### src/rtl/odd_parity_serial_rx.sv
`default_nettype none
// +--------------------------------------------------------------------------+
// | odd_parity_serial_rx                                                     |
// | Deserialises start/4 data/parity/stop frames into parallel a..d,p.       |
// | Rev 1.0                                                                  |
// +--------------------------------------------------------------------------+
module odd_parity_serial_rx #(
   parameter int CLKS_PER_BIT = 4
) (
   input  logic clk,
   input  logic rst,
   input  logic rx,
   output logic a,
   output logic b,
   output logic c,
   output logic d,
   output logic p,
   output logic valid,
   output logic frame_err,
   output logic busy
);

   localparam int CW = $clog2(CLKS_PER_BIT);
   localparam logic [CW-1:0] c_CNT_LAST = CW'(CLKS_PER_BIT - 1);
   localparam logic [CW-1:0] c_CNT_MID  = CW'(CLKS_PER_BIT / 2 - 1);
   localparam logic [CW-1:0] c_CNT_ONE  = CW'(1);

   localparam logic [2:0] c_S_IDLE   = 3'd0;
   localparam logic [2:0] c_S_START  = 3'd1;
   localparam logic [2:0] c_S_DATA   = 3'd2;
   localparam logic [2:0] c_S_PARITY = 3'd3;
   localparam logic [2:0] c_S_STOP   = 3'd4;
   localparam logic [2:0] c_S_WAIT   = 3'd5;

   logic          r_sync1;
   logic          r_sync2;
   logic [2:0]    r_state;
   logic [2:0]    w_state_next;
   logic [CW-1:0] r_cnt;
   logic [1:0]    r_idx;
   logic [3:0]    r_sh;
   logic          r_pb;
   logic          r_a, r_b, r_c, r_d, r_p;
   logic          r_valid;
   logic          r_ferr;

   logic w_rx_s;
   logic w_cnt_last;
   logic w_cnt_mid;
   logic w_busy;
   logic w_cnt_clr;
   logic w_smp_data;
   logic w_smp_par;
   logic w_load;

   assign w_rx_s     = r_sync2;
   assign w_cnt_last = (r_cnt == c_CNT_LAST);
   assign w_cnt_mid  = (r_cnt == c_CNT_MID);

   // Sync flops reset high so a reset never looks like a start bit.
   always_ff @(posedge clk) begin
      if (rst) begin
         r_sync1 <= 1'b1;
         r_sync2 <= 1'b1;
      end else begin
         r_sync1 <= rx;
         r_sync2 <= r_sync1;
      end
   end

   always_ff @(posedge clk) begin
      if (rst) r_state <= c_S_IDLE;
      else     r_state <= w_state_next;
   end

   always_comb begin
      w_state_next = r_state;
      case (r_state)
         c_S_IDLE:   if (!w_rx_s) w_state_next = c_S_START;
         c_S_START:  if (w_cnt_mid) w_state_next = w_rx_s ? c_S_IDLE : c_S_DATA;
         c_S_DATA:   if (w_cnt_last && (r_idx == 2'd3)) w_state_next = c_S_PARITY;
         c_S_PARITY: if (w_cnt_last) w_state_next = c_S_STOP;
         c_S_STOP:   if (w_cnt_last) w_state_next = w_rx_s ? c_S_IDLE : c_S_WAIT;
         c_S_WAIT:   if (w_rx_s) w_state_next = c_S_IDLE;
         default:    w_state_next = c_S_IDLE;
      endcase
   end

   always_comb begin
      w_busy     = (r_state != c_S_IDLE);
      w_cnt_clr  = 1'b1;
      w_smp_data = 1'b0;
      w_smp_par  = 1'b0;
      w_load     = 1'b0;
      case (r_state)
         c_S_START:  w_cnt_clr = w_cnt_mid;
         c_S_DATA: begin
            w_cnt_clr  = w_cnt_last;
            w_smp_data = w_cnt_last;
         end
         c_S_PARITY: begin
            w_cnt_clr = w_cnt_last;
            w_smp_par = w_cnt_last;
         end
         c_S_STOP: begin
            w_cnt_clr = w_cnt_last;
            w_load    = w_cnt_last;
         end
         default: w_cnt_clr = 1'b1;
      endcase
   end

   always_ff @(posedge clk) begin
      if (rst) begin
         r_cnt   <= '0;
         r_idx   <= 2'd0;
         r_sh    <= 4'd0;
         r_pb    <= 1'b0;
         r_a     <= 1'b0;
         r_b     <= 1'b0;
         r_c     <= 1'b0;
         r_d     <= 1'b0;
         r_p     <= 1'b0;
         r_valid <= 1'b0;
         r_ferr  <= 1'b0;
      end else begin
         r_valid <= w_load;
         r_cnt   <= w_cnt_clr ? '0 : r_cnt + c_CNT_ONE;
         if (w_smp_data) begin
            r_sh[r_idx] <= w_rx_s;
            r_idx       <= r_idx + 2'd1;
         end else if (r_state == c_S_START) begin
            r_idx <= 2'd0;
         end
         if (w_smp_par) r_pb <= w_rx_s;
         // Data is published even on a bad stop bit; frame_err flags it.
         if (w_load) begin
            r_a    <= r_sh[0];
            r_b    <= r_sh[1];
            r_c    <= r_sh[2];
            r_d    <= r_sh[3];
            r_p    <= r_pb;
            r_ferr <= ~w_rx_s;
         end
      end
   end

   assign a         = r_a;
   assign b         = r_b;
   assign c         = r_c;
   assign d         = r_d;
   assign p         = r_p;
   assign valid     = r_valid;
   assign frame_err = r_ferr;
   assign busy      = w_busy;

endmodule
`default_nettype wire
### config.mk
export PLATFORM = sky130hd
export DESIGN_NAME = odd_parity_serial_rx
export DESIGN_NICKNAME = d
export VERILOG_FILES = /design/src/rtl/odd_parity_serial_rx.sv
export SDC_FILE = /design/constraint.sdc
export NUM_CORES = 1
export LEC_CHECK = 0
export ABC_CLOCK_PERIOD_IN_PS = 3030
export CORE_MARGIN = 10
export CORE_UTILIZATION = 30
export CTS_CLUSTER_SIZE = 24
export DETAILED_ROUTE_END_ITERATION = 8
export PLACE_DENSITY_LB_ADDON = 0.2
export SLEW_MARGIN = 40
export SYNTH_ARGS = -nofsm -noshare
export SYNTH_HDL_FRONTEND = slang
export SYNTH_SLANG_ARGS = --single-unit
### constraint.sdc
create_clock -name clk -period 3.03 [get_ports clk]
set_input_delay 0.303 -clock clk [delete_from_list [all_inputs] [get_ports clk]]
set_output_delay 0.303 -clock clk [all_outputs]
set_load 0.005 [all_outputs]
==> results of run 1 <==
-- registers in the layout, summed over array words and instances (netlist names) --
name and cells:
valid 1, r_pb 1, b 1, frame_err 1
a 1, d 1, r_state 3, r_idx 2
r_sync2 1, p 1, r_sh 4, r_cnt 2
r_sync1 1, c 1
-- worst paths after layout --
check	start	cells after the start	slack, ns	endpoint
worst min-delay path	r_sync1$_SDFF_PP1_	1	0.42	r_sync2$_SDFF_PP1_
worst min register to register	r_sync1$_SDFF_PP1_	1	0.42	r_sync2$_SDFF_PP1_
worst max-delay path	r_state[1]$_SDFFE_PP0P_	2	1.08	busy
worst max register to register	r_cnt[0]$_SDFF_PP0_	4	1.30	a$_SDFFE_PP0P_
-- Yosys cell counts --
cell type  count  share of area
a211oi_1       3          0.023
a21oi_1        4          0.020
a31oi_1        1         0.0063
and2_1         2          0.013
and3_1         1         0.0063
and4b_1        1          0.010
and4bb_1       2          0.025
buf_2          4          0.020
buf_4          1         0.0076
buf_6          1          0.011
clkbuf_1       1         0.0038
dfxtp_1       21           0.42
ha_1           6          0.076
inv_1          4          0.015
mux2i_1       12           0.12
nand2_1        4          0.015
nand2b_1       6          0.038
nand3b_1       1         0.0076
nand4b_1       1         0.0088
nor2_1         9          0.034
nor2b_1        1         0.0063
nor3_1         2          0.010
nor4_1         1         0.0063
nor4b_1        3          0.027
nor4bb_1       1          0.010
o21ai_0        4          0.020
o21ai_1        3          0.015
or2_2          2          0.013
or3_1          1         0.0063
-- layout by cell type (no fill, tap or decap) --
master	Yosys	final
a21oi_1	4	4
nor2b_1	1	1
a31oi_1	1	1
nand3b_1	1	1
mux2i_1	12	12
nand2_1	4	4
nand2b_1	6	6
and4bb_1	2	2
nor2_1	9	9
nor4b_1	3	3
and2_1	2	2
clkinv_2	0	1
nand4b_1	1	1
ha_1	6	6
o21ai_1	3	3
nor4bb_1	1	1
clkbuf_4	0	3
inv_1	4	4
or2_2	2	2
or3_1	1	1
and4b_1	1	1
and3_1	1	1
o21ai_0	4	4
a211oi_1	3	3
clkdlybuf4s50_1	0	10
nor4_1	1	1
dfxtp_1	21	21
nor3_1	2	2
-- power by group through the flow --
stage          Combinational (mW)  Sequential, mW  Clock [mW]
2_1_floorplan              0.0133           0.286           0
3_3_place_gp               0.0175           0.289           0
3_5_place_dp               0.0178           0.289           0
4_1_cts                    0.0178           0.282       0.140
5_1_grt                    0.0196           0.284       0.155
6_report                   0.0174           0.282       0.135
-- cell families (layout without fill, tap and decap cells) --
group,Yosys count,after routing,synth area share
AOI/OAI and AO/OA,15,15,0.0846
adders and majority gates,6,6,0.0758
buffers and inverters,11,18,0.0581
DFF,21,21,0.424
muxes,12,12,0.121
and+or+nand+nor,38,38,0.236
-- metrics by stage --
| step | worst slack, ns | total power [mW] | hold slack, ns | instance area, sq um | utilization |
|---|---|---|---|---|---|
| 2_1_floorplan | 1.83 | 0.300 | 0.389 | 991 | - |
| 3_3_place_gp | 1.32 | 0.306 | 0.394 | 1100 | 0.356 |
| 3_5_place_dp | 1.28 | 0.307 | 0.392 | 1100 | 0.356 |
| 4_1_cts | 1.07 | 0.440 | 0.419 | 1130 | 0.365 |
| 5_1_grt | 0.960 | 0.458 | 0.461 | 1130 | 0.365 |
| 6_report | 1.08 | 0.434 | 0.417 | 1130 | 0.365 |
-- layout make-up --
cell class | instances | area [sq um]
multi-input combinational | 71 | 513
timing repair buffer | 10 | 100
clock inverter | 1 | 5.00
fill | 357 | 1970
tap | 44 | 55.1
clock buffer | 3 | 22.5
inverter | 4 | 15.0
sequential | 21 | 420
-- layer usage --
| metal | routed length, um | vias to the layer above | track usage |
|---|---|---|---|
| li1 | - | 371 | - |
| met1 | 898 | 347 | 0.0759 |
| met2 | 868 | 4 | 0.104 |
| met5 | 0 | - | 0 |
| met3 | 61 | 2 | 0.0184 |
| met4 | 20 | 0 | 0.0328 |
==> qor.csv, run 1 <==
metric,value,unit
cts_buffer_depth,2,
cts-root-buf,clkbuf_4,
die-area,0.00600,sq mm
ctsHoldBuffers,0,
layout_min_cycle_time,1.95,ns
cts_tree,yes,
syn_nets,112,
insertion_delay,0.30,ns
worstPathArrival,1.65,ns
worstSetupEndpointType,primary output,
die_w,77.5,um
viasPerCell,4.70,
power.net_switching,0.0977,mW
tns,0,ns
path_buf_inv,1,
critPathSlowestCell,dfxtp_1,
maxCapViolations,0,
hold_class,reg2reg,
finalCritPeriodShare,0.645,
first_pass_iters,4,
nNetsFinal,120,
combinationalPowerShare,0.040,
avgSynthCellArea,9.62,sq um
cts_resized,0,
seqPwrFrac,0.650,
clk_pin_slew_worst_paths,0.12,ns
core_area,0.00310,sq mm
cp.required,2.73,ns
port_buffers,10,
grt_pass1_vias,751,
synth_warnings,0,
crit_type,reg2out,
ir_drop,261,uV
fmax,512,MHz
worstPathCellList,"or3_1, clkdlybuf4s50_1",
ys_seq_area_frac,0.424,
cts_buffers,3,
first_iter_violations,15,
outcome,completed,
grt_pass1_wl,3310,um
area_growth_syn_to_layout,14.1,%
slew_headroom,0.519,
syn_area,991,sq um
grt_max_degree,23,
p_sw_frac,0.225,
stdcell_count,154,
ios,11,
antenna_found_initial,0,
p_leak,0.430,nW
rows,20,
power.internal,0.337,mW
setup_viol,0,
power_density,384,mW/mm^2
start_util,0.319,
gp_congestion,0.677,
dpl.hpwl,1260,um
drcViolationCount,0,
ys_seq_elements,21,
synthDistinctLibCells,29,
worstSetupStartpointType,flop,
cts.sink_count,21,
postCtsSetupRepairBufs,0,
drive_gt1_frac,0.0545,
placedCellCount,150,
overflow,0,
drtAntennaViolNets,0,
crit_fanout,17,
cts_max_level,1,
power.share.clock,0.310,
finalHoldViolations,0,
post_drt_wl_per_cell,12.0,um
die_h,77.5,um
cp_slowest_stage_delay,0.49,ns
netlist_instances,103,
insertedDiodeCount,0,
rsz0062_at_grt,no,
fin_worst_skew,0.00290,ns
track_usage,0.0643,
totalWireLength,1850,um
cp_top_family,flip-flops,
vias,724,
slew_violations,0,
worst_pin_slew,0.719,ns
(Power assumes the default switching activity.)
==> run 2: changes to the inputs <==
Settings changed: ABC_CLOCK_PERIOD_IN_PS 3030 to 2000.
Clock period 3.03 ns to 2 ns, I/O delays scaled along.
==> qor.csv, run 2 (synthesis gave the netlist of run 1 again) <==
metric,value,unit
outcome,completed,
viasPerCell,4.54,
cts_max_level,1,
rows,20,
maxCapViolations,0,
worst_pin_slew,0.499,ns
cts-root-buf,clkbuf_4,
drtAntennaViolNets,0,
rr_worst_depth,4,
power_density,572,mW/mm^2
fillCellCount,330,
largest_register_ffs,4,
post_drt_wl_per_cell,12.1,um
ios,11,
gp_congestion,0.750,
stdcell_count,157,
holdPathEnd,r_sync2$_SDFF_PP1_,
cts_buffer_depth,2,
die_w,77.5,um
insertedDiodeCount,0,
grt_max_degree,18,
die_h,77.5,um
finalCritPeriodShare,0.913,
drcViolationCount,0,
reg2reg_from,r_cnt[0]$_SDFF_PP0_,
power.internal,0.514,mW
hold_depth,1,
grt_pass1_vias,714,
rsz0062_at_grt,no,
antenna_found_initial,0,
nNetsFinal,123,
critPathSlowestCell,dfxtp_1,
p_leak,0.445,nW
crit_type,reg2out,
total_power,0.660,mW
core_area,0.00310,sq mm
port_buffers,10,
worstSetupEndpointType,primary output,
area_growth_syn_to_layout,16.4,%
cts.sink_count,21,
fin_worst_skew,0.00179,ns
ir_drop,277,uV
vias,712,
cp_slowest_stage_delay,0.48,ns
reg_top3,"r_sh x4, r_state x3",
final_common_cell,dfxtp_1,
track_usage,0.0668,
grt_pass1_wl,3360,um
totalWireLength,1900,um
cts_resized,0,
seqPwrFrac,0.643,
clk_pin_slew_worst_paths,0.11,ns
cp.required,1.80,ns
slew_violations,0,
p_sw_frac,0.222,
setup_viol,0,
hold_class,reg2reg,
placedCellCount,153,
ctsHoldBuffers,0,
tns,0,ns
holdCritStartpoint,r_sync1$_SDFF_PP1_,
regMostFlops,r_sh,
layout_min_cycle_time,1.83,ns
cts_buffers,3,
dpl.hpwl,1350,um
final_cell_mix,"21 x dfxtp_1, 12 x mux2i_1, 10 x clkdlybuf4s50_1",
fmax,547,MHz
worstPathCellList,"or3_1, clkdlybuf4s50_1",
regArea,420,sq um
reg2reg_slack,0.34,ns
worstSetupStartpointType,flop,
r2r-end,a$_SDFFE_PP0P_,
power.net_switching,0.147,mW
first_pass_iters,4,
slew_headroom,0.667,
finalHoldViolations,0,
start_util,0.319,
power.share.clock,0.304,
die-area,0.00600,sq mm
insertion_delay,0.30,ns
worstPathArrival,1.63,ns
first_iter_violations,25,
postCtsSetupRepairBufs,0,
combinationalPowerShare,0.052,
crit_fanout,17,
drive_gt1_frac,0.0796,
overflow,0,
cts_tree,yes,
multi_input_area,513,sq um
## run 2: changes by cell type in the layout (fill, tap and decap cells not counted), sizes merged
| cell | before | now |
|---|---|---|
| buf | 0 | 3 |
## run 2: critical path: cells and delay by family, from the launching register on
family	cells	cell delay (ns)
buf+inv	1	0.45
flops	1	0.48
simple gates	1	0.40
## run 2: area by class of cell
type	instances	area share
Clock inverter	1	0.00434
Clock buffer	3	0.0195
Timing Repair Buffer	13	0.106
Multi-Input combinational cell	71	0.445
Inverter	4	0.0130
Sequential cell	21	0.364
Tap cell	44	0.0477
## run 2: power groups by stage
stage	Combinational, mW	Sequential [mW]	Clock (mW)
2_1_floorplan	0.0202	0.434	0
3_3_place_gp	0.0349	0.434	0
3_5_place_dp	0.0351	0.434	0
4_1_cts	0.0351	0.425	0.216
5_1_grt	0.0387	0.426	0.232
6_report	0.0345	0.425	0.201
## run 2: per-stage QoR
stage               instance area (sq um)   util  hold slack (ns)  setup WS [ns]
finish                               1150  0.372            0.423          0.173
floorplan                             991      -            0.304          0.795
CTS                                  1150  0.372            0.426          0.155
detailed placement                   1130  0.363            0.397          0.348
global placement                     1130  0.363            0.392          0.393
global route                         1150  0.372            0.439         0.0877
## run 2: metal layers
| metal | vias to the layer above | GRT usage | share of wire |
|---|---|---|---|
| met2 | 4 | 0.107 | 0.46 |
| met3 | 2 | 0.0219 | 0.031 |
| met4 | 0 | 0.0328 | 0.011 |
| met5 | - | 0 | 0 |
| met1 | 326 | 0.0782 | 0.49 |
| li1 | 380 | - | - |
## run 2: worst max path at each step
stage                                  from  slack [ns]               endpoint  cells past startpoint
floorplan             r_idx[0]$_SDFFE_PP0P_        0.80  r_idx[1]$_SDFFE_PP0P_                      5
global placement        r_cnt[0]$_SDFF_PP0_        0.39         p$_SDFFE_PP0P_                      4
detailed placement      r_cnt[0]$_SDFF_PP0_        0.35         b$_SDFFE_PP0P_                      4
CTS                 r_state[1]$_SDFFE_PP0P_        0.15                   busy                      2
global route        r_state[1]$_SDFFE_PP0P_        0.09                   busy                      2
finish              r_state[1]$_SDFFE_PP0P_        0.17                   busy                      2
